[src/rtl/sc_multispeed_tickgen.sv]
// Multi-channel speed tick generator: per-channel free-running period counters
// whose periods shrink together with a shared saturating game level.

module sc_multispeed_chan #(
  parameter int DATAWIDTH = 27
) (
  input  logic                 clk,
  input  logic                 rst_n,
  input  logic                 pause,
  input  logic                 clr,
  input  logic [DATAWIDTH-1:0] period,
  output logic [DATAWIDTH-1:0] count,
  output logic                 tick
);
  // '>=' rather than '==' so a period shortened mid-count wraps at once
  always_ff @(posedge clk) begin
    if (!rst_n) begin
      count <= '0;
      tick  <= 1'b0;
    end else if (clr) begin
      count <= '0;
      tick  <= 1'b0;
    end else if (pause) begin
      tick  <= 1'b0;
    end else if (count >= period - DATAWIDTH'(1)) begin
      count <= '0;
      tick  <= 1'b1;
    end else begin
      count <= count + DATAWIDTH'(1);
      tick  <= 1'b0;
    end
  end
endmodule

module sc_multispeed_tickgen #(
  parameter int DATAWIDTH   = 27,
  parameter int CHANNELS    = 4,
  parameter int LEVELWIDTH  = 3,
  parameter int MAX_LEVEL   = 7,
  parameter int BASE_PERIOD = 50_000_000,
  parameter int MIN_PERIOD  = 1000
) (
  input  logic                          SC_MULTISPEED_CLOCK_50,
  input  logic                          SC_MULTISPEED_RESET_InLow,
  input  logic [CHANNELS-1:0]           SC_MULTISPEED_upcount_InLow,
  input  logic [CHANNELS-1:0]           SC_MULTISPEED_clear_InHigh,
  input  logic                          SC_MULTISPEED_levelup_InHigh,
  input  logic                          SC_MULTISPEED_levelreset_InHigh,
  output logic [CHANNELS-1:0]           SC_MULTISPEED_tick_OutBUS,
  output logic [CHANNELS*DATAWIDTH-1:0] SC_MULTISPEED_data_OutBUS,
  output logic [LEVELWIDTH-1:0]         SC_MULTISPEED_level_OutBUS,
  output logic                          SC_MULTISPEED_maxlevel_OutHigh
);
  localparam logic [DATAWIDTH-1:0]  BASE    = DATAWIDTH'(BASE_PERIOD);
  localparam logic [DATAWIDTH-1:0]  PMIN    = DATAWIDTH'(MIN_PERIOD);
  localparam logic [LEVELWIDTH-1:0] LVL_MAX = LEVELWIDTH'(MAX_LEVEL);

  logic [LEVELWIDTH-1:0]                level;
  logic [CHANNELS-1:0][DATAWIDTH-1:0]   cnt;
  logic [CHANNELS-1:0]                  tick;

  always_ff @(posedge SC_MULTISPEED_CLOCK_50) begin
    if (!SC_MULTISPEED_RESET_InLow)
      level <= '0;
    else if (SC_MULTISPEED_levelreset_InHigh)
      level <= '0;
    else if (SC_MULTISPEED_levelup_InHigh && level < LVL_MAX)
      level <= level + LEVELWIDTH'(1);
  end

  genvar c;
  generate
    for (c = 0; c < CHANNELS; c++) begin : g_ch
      logic [31:0]          sh;
      logic [DATAWIDTH-1:0] shifted;
      logic [DATAWIDTH-1:0] period;

      // Oversized shifts yield 0, which the floor then lifts to PMIN
      assign sh      = 32'(level) + 32'(c);
      assign shifted = BASE >> sh;
      assign period  = (shifted > PMIN) ? shifted : PMIN;

      sc_multispeed_chan #(.DATAWIDTH(DATAWIDTH)) u_chan (
        .clk    (SC_MULTISPEED_CLOCK_50),
        .rst_n  (SC_MULTISPEED_RESET_InLow),
        .pause  (SC_MULTISPEED_upcount_InLow[c]),
        .clr    (SC_MULTISPEED_clear_InHigh[c]),
        .period (period),
        .count  (cnt[c]),
        .tick   (tick[c])
      );
    end
  endgenerate

  assign SC_MULTISPEED_data_OutBUS      = cnt;
  assign SC_MULTISPEED_tick_OutBUS      = tick;
  assign SC_MULTISPEED_level_OutBUS     = level;
  assign SC_MULTISPEED_maxlevel_OutHigh = (level == LVL_MAX);
endmodule

[config.mk]
export PLATFORM = sky130hd
export DESIGN_NAME = sc_multispeed_tickgen
export DESIGN_NICKNAME = d
export VERILOG_FILES = /design/src/rtl/sc_multispeed_tickgen.sv
export SDC_FILE = /design/constraint.sdc
export NUM_CORES = 1
export LEC_CHECK = 0
export CORE_MARGIN = 1
export CORE_UTILIZATION = 40
export DETAILED_ROUTE_END_ITERATION = 10
export HOLD_SLACK_MARGIN = 0.05
export RECOVER_POWER = 25
export SETUP_SLACK_MARGIN = 0.02
export SYNTH_ARGS = -nofsm -noshare
export SYNTH_HDL_FRONTEND = slang
export SYNTH_SLANG_ARGS = --single-unit
[constraint.sdc]
create_clock -name SC_MULTISPEED_CLOCK_50 -period 3.9 [get_ports SC_MULTISPEED_CLOCK_50]
set_clock_uncertainty 0.15 [all_clocks]
set_input_delay 0.78 -clock SC_MULTISPEED_CLOCK_50 [delete_from_list [all_inputs] [get_ports SC_MULTISPEED_CLOCK_50]]
set_output_delay 0.78 -clock SC_MULTISPEED_CLOCK_50 [all_outputs]
set_load 0.005 [all_outputs]
==> After elaboration in Yosys (flattened, before gate mapping) <==
Index checks and enable logic that the tools add are counted.
{ "word_totals": {"in_bits": 12, "ff_bits": 115} }
{ "classes": {"bitwise": 1, "n_lt_le_gt_ge": 9, "muxes": 12, "n_shift": 4, "eq_ne": 1, "n_addsub": 12, "reduce_logical": 10} }
{ "op_table": {"columns": ["cell", "n"], "rows": [
  ["two-way mux 27 bit", 8],
  ["adder 27 x 1 -> 27 bit (second input constant)", 4],
  ["greater-or-equal comparator 27 bit", 4],
  ["> comparator 27 x 10 -> 1 bit (second input constant)", 4],
  ["subtractor 27 x 1 -> 27 bit (second input constant)", 4],
  ["right shift 26 x 4 -> 27 bit (first input constant)", 3],
  ["right shift 26 x 3 -> 27 bit (first input constant)", 1],
  ["OR reduction 3 bit", 4],
  ["OR reduction 2 bit", 5],
  ["adder 3 x 2 -> 4 bit (second input constant)", 2],
  ["adder 3 x 1 -> 4 bit (second input constant)", 1],
  ["two-way mux 1 bit", 4],
  ["adder 3 x 1 -> 3 bit (second input constant)", 1],
  ["== test 3 bit (second input constant)", 1],
  ["< comparator 3 bit (second input constant)", 1],
  ["logical AND 1 bit", 1],
  ["NOT 1 bit", 1]
]} }

==> Depth between registers and ports, before layout <==
Gate-level depths: netlist of run 1.
{ "depth": {"depth_word": 7, "depth_mapped": 20, "ltp_nobuf": 15} }

==> Hierarchy <==
A second synthesis of run 1 with hierarchy kept.
{ "unflattened": {"hier_cells": 1334, "area_unflattened_um2": 11091.9} }
{ "by_module_without_submodules": {"columns": ["module", "area_each_um2", "cells_each", "n_inst", "seq_area_each_um2"], "rows": [
  ["sc_multispeed_chan", 2524.9, 296, 4, 560.5],
  ["sc_multispeed_tickgen", 992.2, 150, 1, 60.1]
]} }

==> Least setup slack after synthesis of run 1 <==
OpenSTA, ideal clock, no wires.
{ "synth_path": {"kind": "flip-flop to flip-flop", "start": "register level[2], in the netlist SC_MULTISPEED_level_OutBUS[2]", "end": "register g_ch[0].u_chan.count[15]", "synth_period_minus_slack_ns": 4.314, "path_buffers": 5, "required_time_ns": 3.685, "t_arrival_ns": 4.099, "slack_ns": -0.414, "path_stages_with_launch": 20, "setup_time_ns": 0.065, "path_cell_list": "dfxtp_1 > buf_4 > inv_1 > clkbuf_1 > clkbuf_1 > ha_1 > inv_1 > and2_1 > clkbuf_1 > nand2_1 > nor3_1 > a221oi_1 > ha_1 > a21oi_1 > o21ai_0 > a2111oi_0 > a2bb2oi_1 > o21bai_1 > buf_2 > nor2_1"} }
{ "synth_via": {"elab_chain_cells": 6} }
{ "synth_lines": {"columns": ["item", "line", "text"], "rows": [
  ["from (decl)", "58", "logic [LEVELWIDTH-1:0] level;"],
  ["from (signal assigned)", "68", "level <= level + LEVELWIDTH'(1);"],
  ["right shift 26 x 3 -> 27 bit *", "80", "assign shifted = BASE >> sh;"],
  ["> comparator 27 x 10 -> 1 bit", "81", "assign period = (shifted > PMIN) ? shifted : PMIN;"],
  ["two-way mux 27 bit *", "81", null],
  ["subtractor 27 x 1 -> 27 bit *", "25", "end else if (count >= period - DATAWIDTH'(1)) begin"],
  ["greater-or-equal comparator 27 bit *", "25", null],
  ["two-way mux 27 bit *", "25", null],
  ["to (signal assigned)", "29", "count <= count + DATAWIDTH'(1);"],
  ["to (decl)", "12", "output logic [DATAWIDTH-1:0] count,"]
]} }
Mark *: on every way between the ends. The rest lies on a longest branch, timed or not.
A chain may end at the register's enable or synchronous reset.

==> Final worst setup path of run 1 <==
{ "layout_path": {"start": "register level[0], in the netlist SC_MULTISPEED_level_OutBUS[0]", "end": "register g_ch[2].u_chan.count[0]"} }
{ "layout_via": {"elab_chain_cells": 7} }
{ "layout_lines": {"columns": ["item", "line", "text"], "rows": [
  ["adder 3 x 2 -> 4 bit *", "79", "assign sh = 32'(level) + 32'(c);"],
  ["right shift 26 x 4 -> 27 bit *", "80", null],
  ["> comparator 27 x 10 -> 1 bit", "81", null],
  ["two-way mux 27 bit *", "81", null],
  ["subtractor 27 x 1 -> 27 bit *", "25", null],
  ["greater-or-equal comparator 27 bit *", "25", null],
  ["two-way mux 27 bit *", "25", null],
  ["to (signal assigned)", "29", null],
  ["to (decl)", "12", null]
]} }
Marked as above.

==> results of run 1 <==
-- flip-flops by register name, summed over array words and instances (netlist names) --
register                    count
SC_MULTISPEED_level_OutBUS      3
g_ch.u_chan.count             108
g_ch.u_chan.tick                4
-- cell type report --
class,count,share of cell area
Multi-Input combinational cell,902,0.5510
Clock buffer,20,0.03934
Sequential cell,115,0.2030
Timing Repair Buffer,176,0.1524
Inverter,42,0.01400
Tap cell,275,0.03031
Clock inverter,11,0.009918
-- layer usage --
| metal | GRT usage | wire, um |
|---|---|---|
| met1 | 0.3108 | 12120 |
| met2 | 0.3743 | 11580 |
| met3 | 0.03848 | 1141 |
| met4 | 0.06566 | 337 |
| met5 | 0 | 0 |
-- stage by stage --
stage            util  cell area, um^2  instances  total power, W
6_report       0.5334            11350       1541        0.002935
5_1_grt        0.5334            11350       1541        0.003035
4_1_cts        0.5230            11130       1534        0.002947
3_5_place_dp   0.4967            10570       1503        0.001414
3_3_place_gp   0.4967            10570       1503        0.001411
2_1_floorplan       -             8851       1115        0.001342
-- worst max-delay path by stage --
stage | end | slack, ps | depth (start not counted) | from
4_1_cts | g_ch[2].u_chan.count[3] | 30 | 14 | SC_MULTISPEED_level_OutBUS[0]
3_5_place_dp | g_ch[2].u_chan.tick | 50 | 14 | SC_MULTISPEED_level_OutBUS[0]
3_3_place_gp | g_ch[2].u_chan.tick | 10 | 12 | SC_MULTISPEED_level_OutBUS[0]
6_report | g_ch[2].u_chan.count[0] | 180 | 14 | SC_MULTISPEED_level_OutBUS[0]
5_1_grt | g_ch[2].u_chan.count[0] | -60 | 15 | SC_MULTISPEED_level_OutBUS[0]
2_1_floorplan | g_ch[0].u_chan.count[15] | 20 | 20 | SC_MULTISPEED_level_OutBUS[2]
-- cell usage after synthesis (all sizes together), types with 3 or more instances --
cell       n
or3        5
nand3     45
o21bai     5
xnor2     56
and2       5
nand3b     4
ha       123
nor2b      9
and4b      3
dfxtp    115
a21o      14
inv       40
nand4     43
a211oi    12
a21boi     6
or4        3
nor4      15
o21a       7
a31oi      6
buf       17
nor3      71
o211ai     5
o21ai     45
and3      15
or2        4
and4      10
a2111oi    4
xor2      59
a211o      3
nand2    114
nand4b     5
nand2b     4
nor2     113
a21oi     55
clkbuf    40
-- critical path: stages, from the launching register on --
cell	delay, ps
dfxtp_2	380
inv_1	100
ha_1	230
or3_4	380
a21oi_4	130
buf_4	170
a21oi_1	70
o21ai_0	310
ha_1	310
nand2_1	60
o21ai_0	130
a2111oi_4	430
o32ai_4	180
or4_1	490
a21boi_1	120
-- power groups by stage --
| stage | registers, W | logic [W] | clock network, W |
|---|---|---|---|
| 2_1_floorplan | 0.00121 | 0.000132 | 0 |
| 3_3_place_gp | 0.00121 | 0.000201 | 0 |
| 3_5_place_dp | 0.00121 | 0.000203 | 0 |
| 4_1_cts | 0.00118 | 0.000204 | 0.00156 |
| 5_1_grt | 0.00119 | 0.000239 | 0.00161 |
| 6_report | 0.00119 | 0.000215 | 0.00153 |
-- timing repair --
action,CTS,global route
buffers inserted,0,5
hold buffers,0,0
gates resized for setup,0,33
endpoints found under the setup margin,0,107
-- cells by family after synthesis --
logic type | count (synthesis) | synth area share
buffers and inverters | 99 | 0.04817
and+or+nand+nor | 473 | 0.2672
muxes | 1 | 0.002565
DFF | 115 | 0.2623
adders and majority gates | 123 | 0.1753
xor gates and xnor gates | 115 | 0.1147
other | 1 | 0.0004272
AOI/OAI and AO/OA | 179 | 0.1293
==> results.json, run 1 <==
{
  "run_status": "finished clean",
  "multi_input_area_um2": 6256,
  "cp-start-kind": "register",
  "end_kind": "register",
  "root_buffer": "clkbuf_16",
  "final_common_cell": "ha_1",
  "routed_wl_um": 25170,
  "synthArstFlopShare": 0,
  "hold_viol_final": 0,
  "netlist-cell-type-count": 65,
  "ys.flop_type": "dfxtp_1",
  "vias": 8330,
  "layout-drive-gt1-share": 0.09400,
  "syn_to_final_growth_pct": 29.33,
  "tns_ps": 0,
  "p_per_area_nw_per_um2": 258.5,
  "syn_inst": 1106,
  "postSynthAreaPerCell_um2": 7.937,
  "ant_nets": 0,
  "synth_seq_cells": 115,
  "clk_pin_slew_ps": 60,
  "whs_endpoint": "g_ch[3].u_chan.count[25]",
  "track_usage": 0.2299,
  "setup_ws_ps": 183.9,
  "internal-power_w": 0.002217,
  "path_max_fanout": 9,
  "ys_seq_area_frac": 0.2623,
  "synth_edf_count": 0,
  "grt_pass1_wl_um": 40780,
  "detailed_place_hpwl_um": 18220,
  "holdPathStages": 1,
  "antenna_found_initial": 0,
  "required_ps": 4110,
  "synth.area.top_cells": "dfxtp_1 26%, ha_1 18%, xor2_1 5.9%",
  "finalSetupViolations": 0,
  "htreeDepth": 4,
  "clk_latency_ps": 420,
  "n_antenna_cell": 0,
  "first_pass_iters": 7,
  "pwr-share-comb": 0.073,
  "layout_common_cells": "120 x ha_1, 113 x dfxtp_1, 113 x nor2_1, 113 x nand2_1, 76 x clkdlybuf4s50_1",
  "ir_worst_vdd_mv": 0.2781,
  "port_buffers": 127,
  "grt_overflow": 0,
  "seqPwrFrac": 0.404,
  "switching_share": 0.2446,
  "cap_violations": 0,
  "cts_buffers": 17,
  "grt_pass1_vias": 7849,
  "relSlewSlack": 0.4358,
  "fin_crit_sh": 0.9528,
  "io_pins": 128,
  "criticalPathCategory": "reg2reg",
  "chipWidth_um": 150.1,
  "holdWs_ps": 392.2,
  "ff2ff_setup_slack_ps": 180,
  "post_drt_wl_per_cell_um": 16.34,
  "initial_core_util": 0.4124,
  "fill_cells": 2033,
  "synth_top_area_frac": 0.2623,
  "fin_crit_ps": 3716,
  "reg2reg_depth": 14,
  "place.gp.congestion": 0.8740,
  "switching_power_w": 0.0007178,
  "seq_area_um2": 2305,
  "die_y_um": 150.1,
  "core-area_um2": 21290,
  "p_leak_nw": 4.934,
  "pre_cts_ws_ps": 50.24,
  "via_per_inst": 5.406,
  "clkPwrFrac": 0.523,
  "cts_buffer_depth": 2,
  "syn_area_um2": 8778,
  "tightest_slew_ps": 846.3,
  "synth_top_area_cell": "dfxtp_1",
  "die_area_um2": 22540,
  "rows": 53,
  "worstReg2RegStart": "SC_MULTISPEED_level_OutBUS[0]",
  "min_path_type": "reg2reg",
  "remaining_drc_errors": 0,
  "max_freq_ghz": 0.2691,
  "timing.rr.end": "g_ch[2].u_chan.count[0]",
  "cts_tree": "yes",
  "drtIter0Drc": 403,
  "hold_path.startpoint": "g_ch[3].u_chan.count[25]",
  "grt_max_degree": 37,
  "nets": 1389,
  "rsz0062_at_grt": "yes",
  "slew_viol_final": 0,
  "arrival_ps": 3920,
  "clock_sinks": 115,
  "ys_warn_count": 0
}
Power figures use the tool's default switching activity.
==> inputs of run 2 (changes only) <==
Settings changed: CORE_MARGIN 1 to 5, CTS_BUF_LIST from default to sky130_fd_sc_hd__clkbuf_16.
==> run 2 against run 1 <==
Via count grew 0.82%. Fmax fell by 0.78%. Non-clock buffer count grew 6. Register-to-register slack got worse by 30 ps. Sequential cell count did not move.
==> results.json, run 2 (synthesized netlist as in run 1, its figures left out) <==
{
  "tightest_slew_ps": 866.4,
  "cp-start-kind": "register",
  "cp-startpoint": "SC_MULTISPEED_level_OutBUS[1]",
  "io_pins": 128,
  "required_ps": 4100,
  "hold_buffers": 0,
  "slew_viol_final": 0,
  "largest_reg_flops": 108,
  "grt_pass1_wl_um": 42400,
  "cap_violations": 0,
  "setup_ws_ps": 154.8,
  "end_kind": "register",
  "nets": 1395,
  "clk_latency_ps": 420,
  "final_common_cell": "ha_1",
  "port_buffers": 127,
  "grt_overflow": 0,
  "die_y_um": 158.1,
  "rows": 54,
  "track_usage": 0.2087,
  "remaining_drc_errors": 0,
  "layout_common_cells": "121 x ha_1, 114 x nand2_1, 113 x dfxtp_1",
  "timing.rr.end": "g_ch[2].u_chan.count[0]",
  "run_status": "finished clean",
  "postPlaceCellArea_um2": 10620,
  "regMostFlops": "g_ch.u_chan.count",
  "cts_tree": "yes",
  "grt_pass1_vias": 8155,
  "cp-endpoint": "g_ch[2].u_chan.count[0]",
  "initial_core_util": 0.4048,
  "via_per_inst": 5.408,
  "core-area_um2": 21690,
  "p_leak_nw": 4.963,
  "arrival_ps": 3950,
  "ant_nets": 0,
  "fin_crit_ps": 3745,
  "grt_max_degree": 45,
  "place.gp.congestion": 0.9016,
  "n_antenna_cell": 0,
  "syn_to_final_growth_pct": 29.25,
  "fin_crit_sh": 0.9603,
  "die_area_um2": 25010,
  "post-route-util": 0.5231,
  "max_freq_ghz": 0.2670,
  "min_path_type": "reg2reg",
  "pre_cts_ws_ps": 0.7550,
  "ir_worst_vdd_mv": 0.2678,
  "chipWidth_um": 158.1,
  "cts_buffers": 17,
  "path_max_fanout": 6,
  "hold_viol_final": 0,
  "finalSetupViolations": 0,
  "routed_wl_um": 26030,
  "post_drt_wl_per_cell_um": 16.76,
  "clk_pin_slew_ps": 60,
  "detailed_place_hpwl_um": 18850,
  "rsz0062_at_grt": "yes",
  "antenna_found_initial": 0,
  "vias": 8398,
  "drtIter0Drc": 436,
  "criticalPathCategory": "reg2reg",
  "ff2ff_setup_slack_ps": 150,
  "stdcell_area_um2": 11350,
  "root_buffer": "clkbuf_16",
  "relSlewSlack": 0.4224,
  "clock_sinks": 115,
  "reg2reg_depth": 15,
  "worstReg2RegStart": "SC_MULTISPEED_level_OutBUS[1]",
  "fill_cells": 2096,
  "htreeDepth": 4,
  "layout-drive-gt1-share": 0.09348,
  "cts_buffer_depth": 2,
  "p_per_area_nw_per_um2": 261.4,
  "first_pass_iters": 5
}
==> run 2: worst max-delay path: stages (launching register included) <==
cell and delay [ps]:
dfxtp_2 340, buf_4 160, ha_1 190, or3_4 380
a21oi_4 140, nor3b_4 250, nand2_1 90, xnor2_1 170
o21ai_1 80, ha_1 330, a211oi_2 200, nor2_2 80
a2111oi_4 330, o32ai_4 180, or4_1 480, a21boi_1 120
==> run 2: worst min path at each step <==
stage	to	slack (ps)	cells past startpoint	start
6_report	g_ch[3].u_chan.count[25]	370	1	g_ch[3].u_chan.count[25]
5_1_grt	g_ch[2].u_chan.count[0]	410	2	g_ch[2].u_chan.count[0]
4_1_cts	g_ch[3].u_chan.count[25]	380	1	g_ch[3].u_chan.count[25]
3_5_place_dp	g_ch[3].u_chan.count[25]	360	1	g_ch[3].u_chan.count[25]
3_3_place_gp	g_ch[3].u_chan.count[25]	380	1	g_ch[3].u_chan.count[25]
2_1_floorplan	g_ch[3].u_chan.count[25]	350	1	g_ch[3].u_chan.count[25]
==> run 2: routing by layer <==
layer / vias to the layer above / routed length, um / global-route usage
li1: 4233 / - / -
met1: 3947 / 12420 / 0.2920
met2: 188 / 12040 / 0.3302
met3: 30 / 1170 / 0.03800
met4: 0 / 404 / 0.05768
met5: - / 0 / 0
==> run 2: timing repair <==
item                                    in CTS  in global routing
pin swaps                                    0                 12
gates cloned                                 0                  2
endpoints found under the setup margin      25                109
buffers inserted                             0                  3
gates resized for setup                      1                 28
==> run 2: where the power goes <==
| group | leakage, nW | switching (W) | total (W) | internal (W) |
|---|---|---|---|---|
| registers | 0.928 | 0.00000682 | 0.00119 | 0.00118 |
| logic | 3.75 | 0.000125 | 0.000217 | 0.0000922 |
| clock network | 0.287 | 0.000579 | 0.00156 | 0.000985 |
| total | 4.96 | 0.000710 | 0.00297 | 0.00226 |
==> run 2: through the flow <==
step | power, W | hold WS (ps) | TNS [ps] | instances
after floorplan | 0.001342 | 350.0 | 0 | 1115
after global placement | 0.001415 | 377.1 | 0 | 1516
after detailed placement | 0.001418 | 361.5 | 0 | 1516
after CTS | 0.002989 | 382.4 | 0 | 1548
after global routing | 0.003076 | 413.1 | -11.69 | 1553
final | 0.002966 | 371.8 | 0 | 1553
==> run 2: layout make-up <==
class | count | area [um^2] | area share
sequential | 115 | 2307 | 0.2034
tap | 280 | 350.3 | 0.03088
timing repair buffer | 182 | 1729 | 0.1524
clock inverter | 15 | 148.9 | 0.01312
clock buffer | 17 | 425.4 | 0.03749
inverter | 42 | 158.9 | 0.01401
multi-input combinational | 902 | 6226 | 0.5487
